[src/rtl/uart_pkg.sv]
// uart_pkg: shared UART constants and the transmitter state encoding
package uart_pkg;
  localparam int CLK_DIV_115200 = 434;
  localparam int UART_FRAME_BITS = 10;
  localparam int GAP_TIMEOUT_DEFAULT = 6944;
  typedef enum logic [2:0] {IDLE, LOAD, START, DATA, STOP} state_t;
endpackage

[src/rtl/uart_bit_timer.sv]
// uart_bit_timer: enable-gated baud counter, pulses bit_done on the last cycle of each bit
module uart_bit_timer #(
  parameter int CLK_DIV = 434
) (
  input  logic clk_50M,
  input  logic rst,
  input  logic en,
  output logic bit_done
);
  localparam int CW = $clog2(CLK_DIV);
  logic [CW-1:0] cnt_q;
  assign bit_done = en && (cnt_q == CW'(CLK_DIV - 1));
  // count 0..CLK_DIV-1 while enabled, parked at 0 otherwise
  always_ff @(posedge clk_50M)
    if (rst || !en) cnt_q <= '0;
    else cnt_q <= bit_done ? '0 : cnt_q + CW'(1);
endmodule

[src/rtl/uart_tx_arbiter.sv]
// uart_tx_arbiter: round-robin, message-locked sharing of one 8N1 UART transmit line
module uart_tx_arbiter
  import uart_pkg::*;
#(
  parameter int N_REQ = 4,
  parameter int CLK_DIV = CLK_DIV_115200,
  parameter int GAP_TIMEOUT = GAP_TIMEOUT_DEFAULT,
  localparam int GW = $clog2(N_REQ)
) (
  input  logic               clk_50M,
  input  logic               rst,
  input  logic [N_REQ-1:0]   req_valid,
  input  logic [8*N_REQ-1:0] req_data,
  input  logic [N_REQ-1:0]   req_last,
  output logic [N_REQ-1:0]   req_ready,
  output logic               tx,
  output logic               busy,
  output logic [GW-1:0]      grant_id
);
  localparam int GCW = $clog2(GAP_TIMEOUT + 1);
  state_t state_q, state_d;
  logic [GW-1:0] grant_q, grant_d, rr_q, rr_d, pick, idx, rr_next;
  logic [GCW-1:0] gap_q, gap_d;
  logic [7:0] shift_q, shift_d;
  logic [2:0] bit_cnt_q, bit_cnt_d;
  logic last_q, last_d, tx_q, tx_d, bit_done;
  uart_bit_timer #(.CLK_DIV(CLK_DIV)) u_timer (
    .clk_50M (clk_50M),
    .rst     (rst),
    .en      (state_q == START || state_q == DATA || state_q == STOP),
    .bit_done(bit_done)
  );
  assign req_ready = (state_q == LOAD) ? N_REQ'(1) << grant_q : '0;
  assign tx = tx_q;
  assign busy = state_q != IDLE;
  assign grant_id = grant_q;
  assign rr_next = GW'((int'(grant_q) + 1) % N_REQ);
  // first valid source at or after rr_ptr, wrapping; lowest offset wins
  always_comb begin
    pick = rr_q;
    idx = '0;
    for (int i = N_REQ - 1; i >= 0; i--) begin
      idx = GW'((int'(rr_q) + i) % N_REQ);
      if (req_valid[idx]) pick = idx;
    end
  end
  // arbitration, lock, gap timeout and serialiser next state
  always_comb begin
    state_d = state_q;
    grant_d = grant_q;
    rr_d = rr_q;
    gap_d = gap_q;
    shift_d = shift_q;
    last_d = last_q;
    bit_cnt_d = bit_cnt_q;
    tx_d = tx_q;
    case (state_q)
      IDLE: begin
        tx_d = 1'b1;
        gap_d = '0;
        if (|req_valid) begin
          grant_d = pick;
          state_d = LOAD;
        end
      end
      LOAD:
        if (req_valid[grant_q]) begin
          shift_d = req_data[8*grant_q +: 8];
          last_d = req_last[grant_q];
          gap_d = '0;
          bit_cnt_d = '0;
          tx_d = 1'b0;
          state_d = START;
        end else if (gap_q == GCW'(GAP_TIMEOUT - 1)) begin
          gap_d = '0;
          rr_d = rr_next;
          state_d = IDLE;
        end else gap_d = gap_q + GCW'(1);
      START:
        if (bit_done) begin
          tx_d = shift_q[0];
          shift_d = shift_q >> 1;
          state_d = DATA;
        end
      DATA:
        if (bit_done) begin
          tx_d = (bit_cnt_q == 3'd7) ? 1'b1 : shift_q[0];
          shift_d = shift_q >> 1;
          bit_cnt_d = bit_cnt_q + 3'd1;
          state_d = (bit_cnt_q == 3'd7) ? STOP : DATA;
        end
      STOP:
        if (bit_done) begin
          rr_d = last_q ? rr_next : rr_q;
          state_d = last_q ? IDLE : LOAD;
        end
      default: state_d = IDLE;
    endcase
  end
  // state and datapath registers; reset aborts any frame in flight
  always_ff @(posedge clk_50M)
    if (rst) begin
      state_q <= IDLE;
      grant_q <= '0;
      rr_q <= '0;
      gap_q <= '0;
      shift_q <= '0;
      last_q <= 1'b0;
      bit_cnt_q <= '0;
      tx_q <= 1'b1;
    end else begin
      state_q <= state_d;
      grant_q <= grant_d;
      rr_q <= rr_d;
      gap_q <= gap_d;
      shift_q <= shift_d;
      last_q <= last_d;
      bit_cnt_q <= bit_cnt_d;
      tx_q <= tx_d;
    end
endmodule

[config.mk]
export PLATFORM = sky130hd
export DESIGN_NAME = uart_tx_arbiter
export DESIGN_NICKNAME = d
export VERILOG_FILES = /design/src/rtl/uart_pkg.sv /design/src/rtl/uart_bit_timer.sv /design/src/rtl/uart_tx_arbiter.sv
export SDC_FILE = /design/constraint.sdc
export NUM_CORES = 1
export LEC_CHECK = 0
export CORE_AREA = 2 2 62 123
export CTS_CLUSTER_SIZE = 14
export DETAILED_ROUTE_END_ITERATION = 6
export DIE_AREA = 0 0 64 125
export GPL_ROUTABILITY_DRIVEN = 0
export GPL_TIMING_DRIVEN = 0
export RECOVER_POWER = 25
export SLEW_MARGIN = 20
export SYNTH_ARGS = -nofsm -noshare
export SYNTH_HDL_FRONTEND = slang
export SYNTH_SLANG_ARGS = --single-unit
[constraint.sdc]
create_clock -name clk_50M -period 2.5 [get_ports clk_50M]
set_input_delay 0.5 -clock clk_50M [delete_from_list [all_inputs] [get_ports clk_50M]]
set_output_delay 0.5 -clock clk_50M [all_outputs]
set_load 0.005 [all_outputs]
Yosys cells after proc, flatten, opt, wreduce, memory -nomap -nowiden
Index checks and enable logic that the tools add are counted.
{"block": "word_totals", "elab_cells": 107, "input_bits": 42, "reg_bits": 42, "out_inout_bits": 8}
{"block": "op_classes", "shifts": 2, "n_eq_ne": 17, "add_sub_neg": 7, "muxes": 45, "n_reduce_logical": 22, "n_lt_le_gt_ge": 5}
{"cell": "$shiftx A32 B6 Y8", "n": 1}
{"cell": "$mux W3", "n": 9}
{"cell": "$mux W13", "n": 2}
{"cell": "$pmux W13 S2", "n": 1}
{"cell": "$mux W2", "n": 8}
{"cell": "$mux W8", "n": 2}
{"cell": "$pmux W8 S2", "n": 1}
{"cell": "$lt A2 B3 Y1 const B", "n": 5}
{"cell": "$pmux W3 S5", "n": 1}
{"cell": "$add A13 B1 Y13 const B", "n": 1}
{"cell": "$eq A13 B13 Y1 const B", "n": 1}
{"cell": "$bmux W1 S2", "n": 6}
{"cell": "$ne A2 B1 Y1 const B", "n": 6}
{"cell": "$mux W1", "n": 11}
{"cell": "$reduce_and A5 Y1", "n": 2}
{"cell": "$add A9 B1 Y9 const B", "n": 1}
{"cell": "$eq A9 B9 Y1 const B", "n": 1}
{"cell": "$reduce_bool A2 Y1", "n": 4}
{"cell": "$eq A3 B2 Y1 const B", "n": 2}
{"cell": "$eq A3 B3 Y1 const B", "n": 2}
{"cell": "$ne A2 B2 Y1 const B", "n": 3}
{"cell": "$pmux W3 S2", "n": 1}
{"cell": "$reduce_and A3 Y1", "n": 2}
{"cell": "$add A2 B1 Y2 const B", "n": 2}
{"cell": "18 further kinds", "n": 23}

Logic depth before layout (Yosys ltp)
Gate-level depths: netlist (run 1).
{"block": "logic_depth", "depth_word": 7, "ltp_mapped": 7}

Hierarchy
From an unflattened synthesis (run 1), not the netlist that was laid out.
{"block": "unflattened", "hier_cells": 290, "hier_area_um2": 2489.9}
{"module": "uart_tx_arbiter", "cells_each": 241, "area_each_um2": 2040.7, "instances": 1}
{"module": "uart_bit_timer", "cells_each": 49, "area_each_um2": 449.2, "instances": 1}

Worst setup path after synthesis (run 1)
Ideal clock, no wire load.
{"block": "synth_timing", "kind": "input to register", "startpoint": "input req_valid[3]", "endpoint": "register shift_q[5]", "path_stages": 5, "required_ns": 2.345, "arrival_time_ns": 1.660, "setup_slack_ns": 0.686, "cell_sequence": "mux4_2 -> a32o_2 -> buf_6 -> a21oi_1 -> a311oi_2"}
{"block": "synth_via", "elab_chain_cells": 4}
{"element": "start, declared", "line": "uart_tx_arbiter.sv:12", "text": "input logic [N_REQ-1:0] req_valid,"}
{"element": "$bmux W1 S2", "line": "uart_tx_arbiter.sv:67", "text": "if (req_valid[grant_q]) begin"}
{"element": "$mux W1 (implied by the code)", "line": "uart_tx_arbiter.sv:67"}
{"element": "$ne A2 B1 Y1 (no source line)"}
{"element": "$reduce_and A3 Y1 (no source line)"}
{"element": "end signal, assigned", "line": "uart_tx_arbiter.sv:116", "text": "shift_q <= shift_d;"}
{"element": "end, declared", "line": "uart_tx_arbiter.sv:24", "text": "logic [7:0] shift_q, shift_d;"}
Every way passes these cells. The select of a mux whose other input is x is not followed.
A chain may end at the register's enable or synchronous reset.

Worst setup path after layout (run 1)
{"block": "layout_timing", "startpoint": "register grant_q[0] (netlist: grant_id[0])", "endpoint": "output req_ready[0]"}
{"block": "layout_via", "elab_chain_cells": 2}
{"element": "start, declared", "line": "uart_tx_arbiter.sv:22", "text": "logic [GW-1:0] grant_q, grant_d, rr_q, rr_d, pick, idx, rr_next;"}
{"element": "start signal, assigned", "line": "uart_tx_arbiter.sv:113", "text": "grant_q <= grant_d;"}
{"element": "$shl A1 B2 Y4", "line": "uart_tx_arbiter.sv:33", "text": "assign req_ready = (state_q == LOAD) ? N_REQ'(1) << grant_q : '0;"}
{"element": "$mux W4", "line": "uart_tx_arbiter.sv:33"}
{"element": "end, declared", "line": "uart_tx_arbiter.sv:15", "text": "output logic [N_REQ-1:0] req_ready,"}
Every way passes these cells.

==> impl_results.md, run 1 <==
- Routed wire length: 6362 um
- Hold-fix buffers, CTS: 0
- Synth Flop Type: dfxtp_1
- Final HPWL from detailed placement: 4694 um
- Post-CTS setup buffers: 0
- Leakage Power: 1.160 nW
- Wire per inst: 15.08 um
- Async S/R FF share, synth: 0%
- Via-per-instance ratio: 5.464
- Min Tclk post-route: 2.331 ns
- Pwr dens: 750.3 nW/um^2
- CTS tree: done
- Clock sinks: 42
- Status: complete, no violations
- Peak VDD IR: 0.4316 mV
- Placed cell count: 414
- Flops & latches, synth: 42
- Worst slew pin tran: 0.6639 ns
- Critical-path cell list: buf_6, inv_1, ha_1, and3_1, clkdlybuf4s50_1
- Layout Cell Area excl Fill: 3322 sq um
- Mapped Cells: approximately 270
- Synth Area per Inst: 9.329 sq um
- Crit-path leading delay family: buffers and inverters
- Drt initial violations: a little over 100
- Syn Nets: about 330
- Max cap viols: 0
- Most common cell after layout, fill and taps aside: clkdlybuf4s50_1
- Number of synthesized flops with an enable pin: 0
- Post-layout util: 46.78%
- Ys Warns: 0
- Largest net degree at the start of global routing: 13
- Slowest stage delay, CP: 0.45 ns
- RSZ-0062 raised after global routing: no
- Fin crit share: 93.24%
- Io pins: 50
- Crit. End Element: output port
- Mapped Area: about 2600 sq um
- CP max-delay cell: clkdlybuf4s50_1
- Maximum net fanout on the critical path: 10
- Rel. slew slack: between 50% and 60%
- Starting density of the core: 35.99%
- Grt total ovfl: 0
- Critical path class: reg -> out
- Number of global-route vias before repair: 2350
- Required time of the critical path: around 2 ns
- Die area: around 8000 sq um
- Drt pass-1 iters: 5
- H-Tree Level Count: 2
- Synth cell types: 54
- Clock Pin Slew Worst Setup and Hold Paths: 0.06 ns
- Skew final: 0.005221 ns
- Final #Nets: 380
- GRT Total Usage: 16.63%
- Initial antenna violation count: 0
- First-pass GRT wire length: 10830 um
- Yosys top cell by area: dfxtp_1
- N_diodes: 0
- Die Wd: 64 um
- Routed Antenna Nets: 0
- Startpoint types: register
- Core ar.: 7102 sq um
- Critical path buffers and inverters: 3
- HP Class: reg -> reg
- Layout cell share with drive strength beyond 1: 11.82%
- Final Hold Vio Count: 0
- Most frequent cells in the layout: 46 x clkdlybuf4s50_1, 40 x dfxtp_1, 20 x nor2_1, 19 x nand2_1, 17 x a21oi_1
- Vias: 2306
- DRC: 0
- Register area share after synthesis: 32.89%
- Top post-synthesis cells by area: dfxtp_1 33%, mux4_2 8.8%, ha_1 4.4%
- F_max: 429.0 MHz
- Finished Layout Cells: 422
- Area post-placement: 3152 sq um
- CTS resizes: 4
- R2R Setup Slk: roughly 0.43 ns
- CTS Buf Count: 5
- IO buf count: 48
- Vert. Die Dim: roughly 130 um
- Area share of the largest cell type after synthesis: about a third
- Power Total: 2.493 mW
- Later-pin clock latency in the skew report: 0.28 ns
- Area Overhead vs Synth: 29.96%
- Setup-failing EPs final: 0
- Clk buf depth: 2
- CTS Root Cell: clkbuf_16
- Row count: 44
- Worst EP arrival: 1.83 ns
- Final Max Tran Viols: 0
area by class of cell:
cell class,count,area [sq um]
flip-flops and latches,42,843.3
repair buffers,48,480.5
inverters,6,22.52
fillers,684,3780
plain buffers,17,90.09
clock buffers,7,132.6
well taps,92,115.1
clock inverters,1,30.03
multi-input cells,209,1608
cells by family (layout without fill, tap and decap cells):
group / Yosys count / count (layout) / synth area share (%)
compound gates: 52 / 52 / 15.96
xor+xnor: 14 / 14 / 4.797
fa+ha+maj: 9 / 9 / 4.405
buf+inv: 23 / 79 / 3.965
flops: 42 / 42 / 32.89
mux: 20 / 20 / 12.78
simple gates: 114 / 114 / 25.21
metal layers:
layer | global-route usage, % | up-vias | part of all wire [%]
met5 | 0 | - | 0
met4 | 5.499 | 0 | 0.94
met3 | 2.968 | 6 | 3.1
met2 | 29.23 | 38 | 53
met1 | 19.98 | 1125 | 43
li1 | - | 1137 | -
cell usage after synthesis, drive strengths merged, types with 8 or more instances:
library cell,n
nand4,8
dfxtp,42
ha,9
nor3,12
nor2b,8
nand2,19
a21oi,18
nor2,20
mux2i,9
clkbuf,8
mux4,10
a311oi,8
nand3,12
xnor2,9
buf,9
path summary, 6_finish.rpt:
path	from	endpoint	cells after the start
min reg2reg	bit_cnt_q[1]$_SDFFE_PP0P_	bit_cnt_q[1]$_SDFFE_PP0P_	2
max reg2reg	gap_q[0]$_SDFFE_PP0P_	gap_q[11]$_SDFFE_PP0P_	6
min	bit_cnt_q[1]$_SDFFE_PP0P_	bit_cnt_q[1]$_SDFFE_PP0P_	2
max	grant_id[0]$_SDFFE_PP0P_	req_ready[0]	5
flip-flops by register name, indices dropped and copies added (netlist names), 2 cells and up:
signal and count:
gap_q 13, u_timer.cnt_q 9, shift_q 8, bit_cnt_q 3, state_q 3, grant_id 2, rr_q 2
worst min-delay path, delay by kind of cell (launching register included):
| kind | cells | cell delay, ns |
|---|---|---|
| flip-flops | 1 | 0.31 |
| AND/OR/NAND/NOR | 1 | 0.06 |
| AO/OA/AOI/OAI | 1 | 0.06 |
report_power, final:
part / leakage (nW) / internal, mW / total, mW / switching, mW
logic: 0.741 / 0.458 / 0.932 / 0.474
registers: 0.341 / 0.753 / 0.828 / 0.0758
clock network: 0.0781 / 0.472 / 0.732 / 0.260
per-stage QoR:
step	setup WS (ns)	setup TNS, ns	hold slack [ns]
finish	0.1691	0	0.4725
global route	0.05060	0	0.4931
CTS	0.06142	0	0.4764
detailed placement	-0.04102	-0.04177	0.4668
global placement	0.02220	0	0.4586
floorplan	0.6857	0	0.4410
(Power assumes the default switching activity.)
==> inputs of run 2 (changes only) <==
GPL_TIMING_DRIVEN = not set   (was 0)
==> run 2 against run 1 <==
Final cell count fell by 1.2%. First-iteration DRC count fell by 9.9%. Routed wire length decreased by 5.3%. Fmax is 1.5% higher. Worst setup slack improved by 0.035 ns. Sequential power increased by 0.8%. Flip-flop and latch count stayed put. Via count is 1.3% lower. Clock power increased by 3%. Total power shrank 0.75%. Non-clock buffer count fell by 5. Combinational power down 4.8%.
==> impl_results.md, run 2 (synthesized netlist as in run 1, its figures left out) <==
- Crit. End Element: register
- Worst EP arrival: 2.49 ns
- Required time of the critical path: 2.70 ns
- Drt initial violations: 91
- Later-pin clock latency in the skew report: 0.29 ns
- CTS tree: done
- Vert. Die Dim: 125 um
- CTS resizes: 0
- R2R Setup Slk: 0.36 ns
- Fin crit share: just over 90%
- Clock sinks: 42
- Via-per-instance ratio: 5.456
- Largest Register: gap_q
- Clock Pin Slew Worst Setup and Hold Paths: 0.06 ns
- Peak VDD IR: 0.4879 mV
- DRC: 0
- Io pins: 50
- First-pass GRT wire length: 10210 um
- Fin Setup TNS: 0 ns
- Critical path class: in -> reg
- Setup-failing EPs final: 0
- CTS Buf Count: 5
- Maximum net fanout on the critical path: 11
- GRT Total Usage: 15.42%
- N_diodes: 0
- Largest regs: gap_q: 13 flops, u_timer.cnt_q: 9 flops, shift_q: 8 flops
- Final #Nets: 375
- Drt pass-1 iters: 4
- Max cap viols: 0
- HP Class: reg -> reg
- IO buf count: 49
- Min Tclk post-route: 2.296 ns
- Startpoint types: input port
- Routed Antenna Nets: 0
- RSZ-0062 raised after global routing: no
- Clk buf depth: 2
- Row count: 44
- Grt total ovfl: 0
- Initial antenna violation count: 0
- H-Tree Level Count: 2
- Final HPWL from detailed placement: between 4000 and 5000 um
- Hold-fix buffers, CTS: 0
- Status: complete, no violations
- Most common cell after layout, fill and taps aside: clkdlybuf4s50_1
- Starting density of the core: 35.99%
- Final Hold Vio Count: 0
- Most frequent cells in the layout: 47 x clkdlybuf4s50_1, 42 x dfxtp_1, 20 x nor2_1, 19 x nand2_1, 17 x a21oi_1
- Die area: 8000 sq um
- Placed cell count: 409
- End point of the critical path: state_q[0]$_SDFFE_PP0P_
- Worst slew pin tran: 0.5845 ns
- Core ar.: 7102 sq um
- Area post-placement: 3166 sq um
- Reg-to-reg critical path endpoint: gap_q[7]$_SDFFE_PP0P_
- Area Overhead vs Synth: 29.91%
- HP Start: bit_cnt_q[2]$_SDFFE_PP0P_
- Vias: 2275
- Final Max Tran Viols: 0
- Pwr dens: 745.0 nW/um^2
- Layout cell share with drive strength beyond 1: 12.00%
- Leakage Power: 1.163 nW
- Wire per inst: about 14 um
- Crit path from: req_valid[0]
- Layout Cell Area excl Fill: 3321 sq um
- Max FFs per register: 13
- Largest net degree at the start of global routing: 17
- Post-CTS setup buffers: 0
- F_max: 435.5 MHz
- Worst R2R Path Depth: 6
- Rel. slew slack: 60.99%
- CTS Root Cell: clkbuf_16
- Routed wire length: roughly 6000 um
- Skew final: 0.006994 ns
- Die Wd: 64 um
- Finished Layout Cells: 417
- Reg-to-reg critical path startpoint: gap_q[0]$_SDFFE_PP0P_
- Number of global-route vias before repair: 2273
==> run 2: per-stage QoR <==
| step | worst slack, ns | power, mW | hold slack, ns | utilization, % |
|---|---|---|---|---|
| global route | 0.1438 | 2.613 | 0.5019 | 46.76 |
| finish | 0.2038 | 2.474 | 0.4735 | 46.76 |
| global placement | 0.1739 | 1.720 | 0.4602 | 44.57 |
| detailed placement | 0.1198 | 1.739 | 0.4667 | 44.57 |
| CTS | 0.2801 | 2.502 | 0.4756 | 46.95 |
| floorplan | 0.6857 | 1.454 | 0.4410 | - |
==> run 2: layout make-up <==
cell class	count	area [sq um]
clock buffer	5	125.1
clock inverter	3	43.79
fill	682	3781
inverter	6	22.52
multi-input combinational	209	1608
sequential	42	840.8
tap	92	115.1
timing repair buffer	60	565.5
==> run 2: power by group <==
group | leakage [nW] | internal, mW | switching, mW
sequential | 0.340 | 0.750 | 0.0847
combinational | 0.739 | 0.441 | 0.446
clock | 0.0842 | 0.473 | 0.279
==> run 2: how the worst min path moves through the flow <==
stage                                        endpoint  slack (ns)  depth (start not counted)
after global placement      bit_cnt_q[2]$_SDFFE_PP0P_        0.46                          2
final                       bit_cnt_q[2]$_SDFFE_PP0P_        0.47                          2
after global routing        bit_cnt_q[2]$_SDFFE_PP0P_        0.50                          2
after floorplan           u_timer.cnt_q[0]$_SDFF_PP0_        0.44                          1
after detailed placement    bit_cnt_q[2]$_SDFFE_PP0P_        0.47                          2
after CTS                   bit_cnt_q[2]$_SDFFE_PP0P_        0.48                          2
==> run 2: worst max-delay path, cell delays in order <==
cell           delay, ns
dlygate4sd3_1       0.56
mux4_2              0.52
nor2_1              0.11
clkbuf_1            0.42
a211oi_1            0.15
a211oi_1            0.23
==> run 2: per-layer routing <==
layer	part of all wire (%)	GRT usage, %	vias up
met5	0	0	-
met1	44	18.46	1089
met2	51	27.63	51
met3	3.3	2.428	10
li1	-	-	1125
met4	1.6	4.604	0
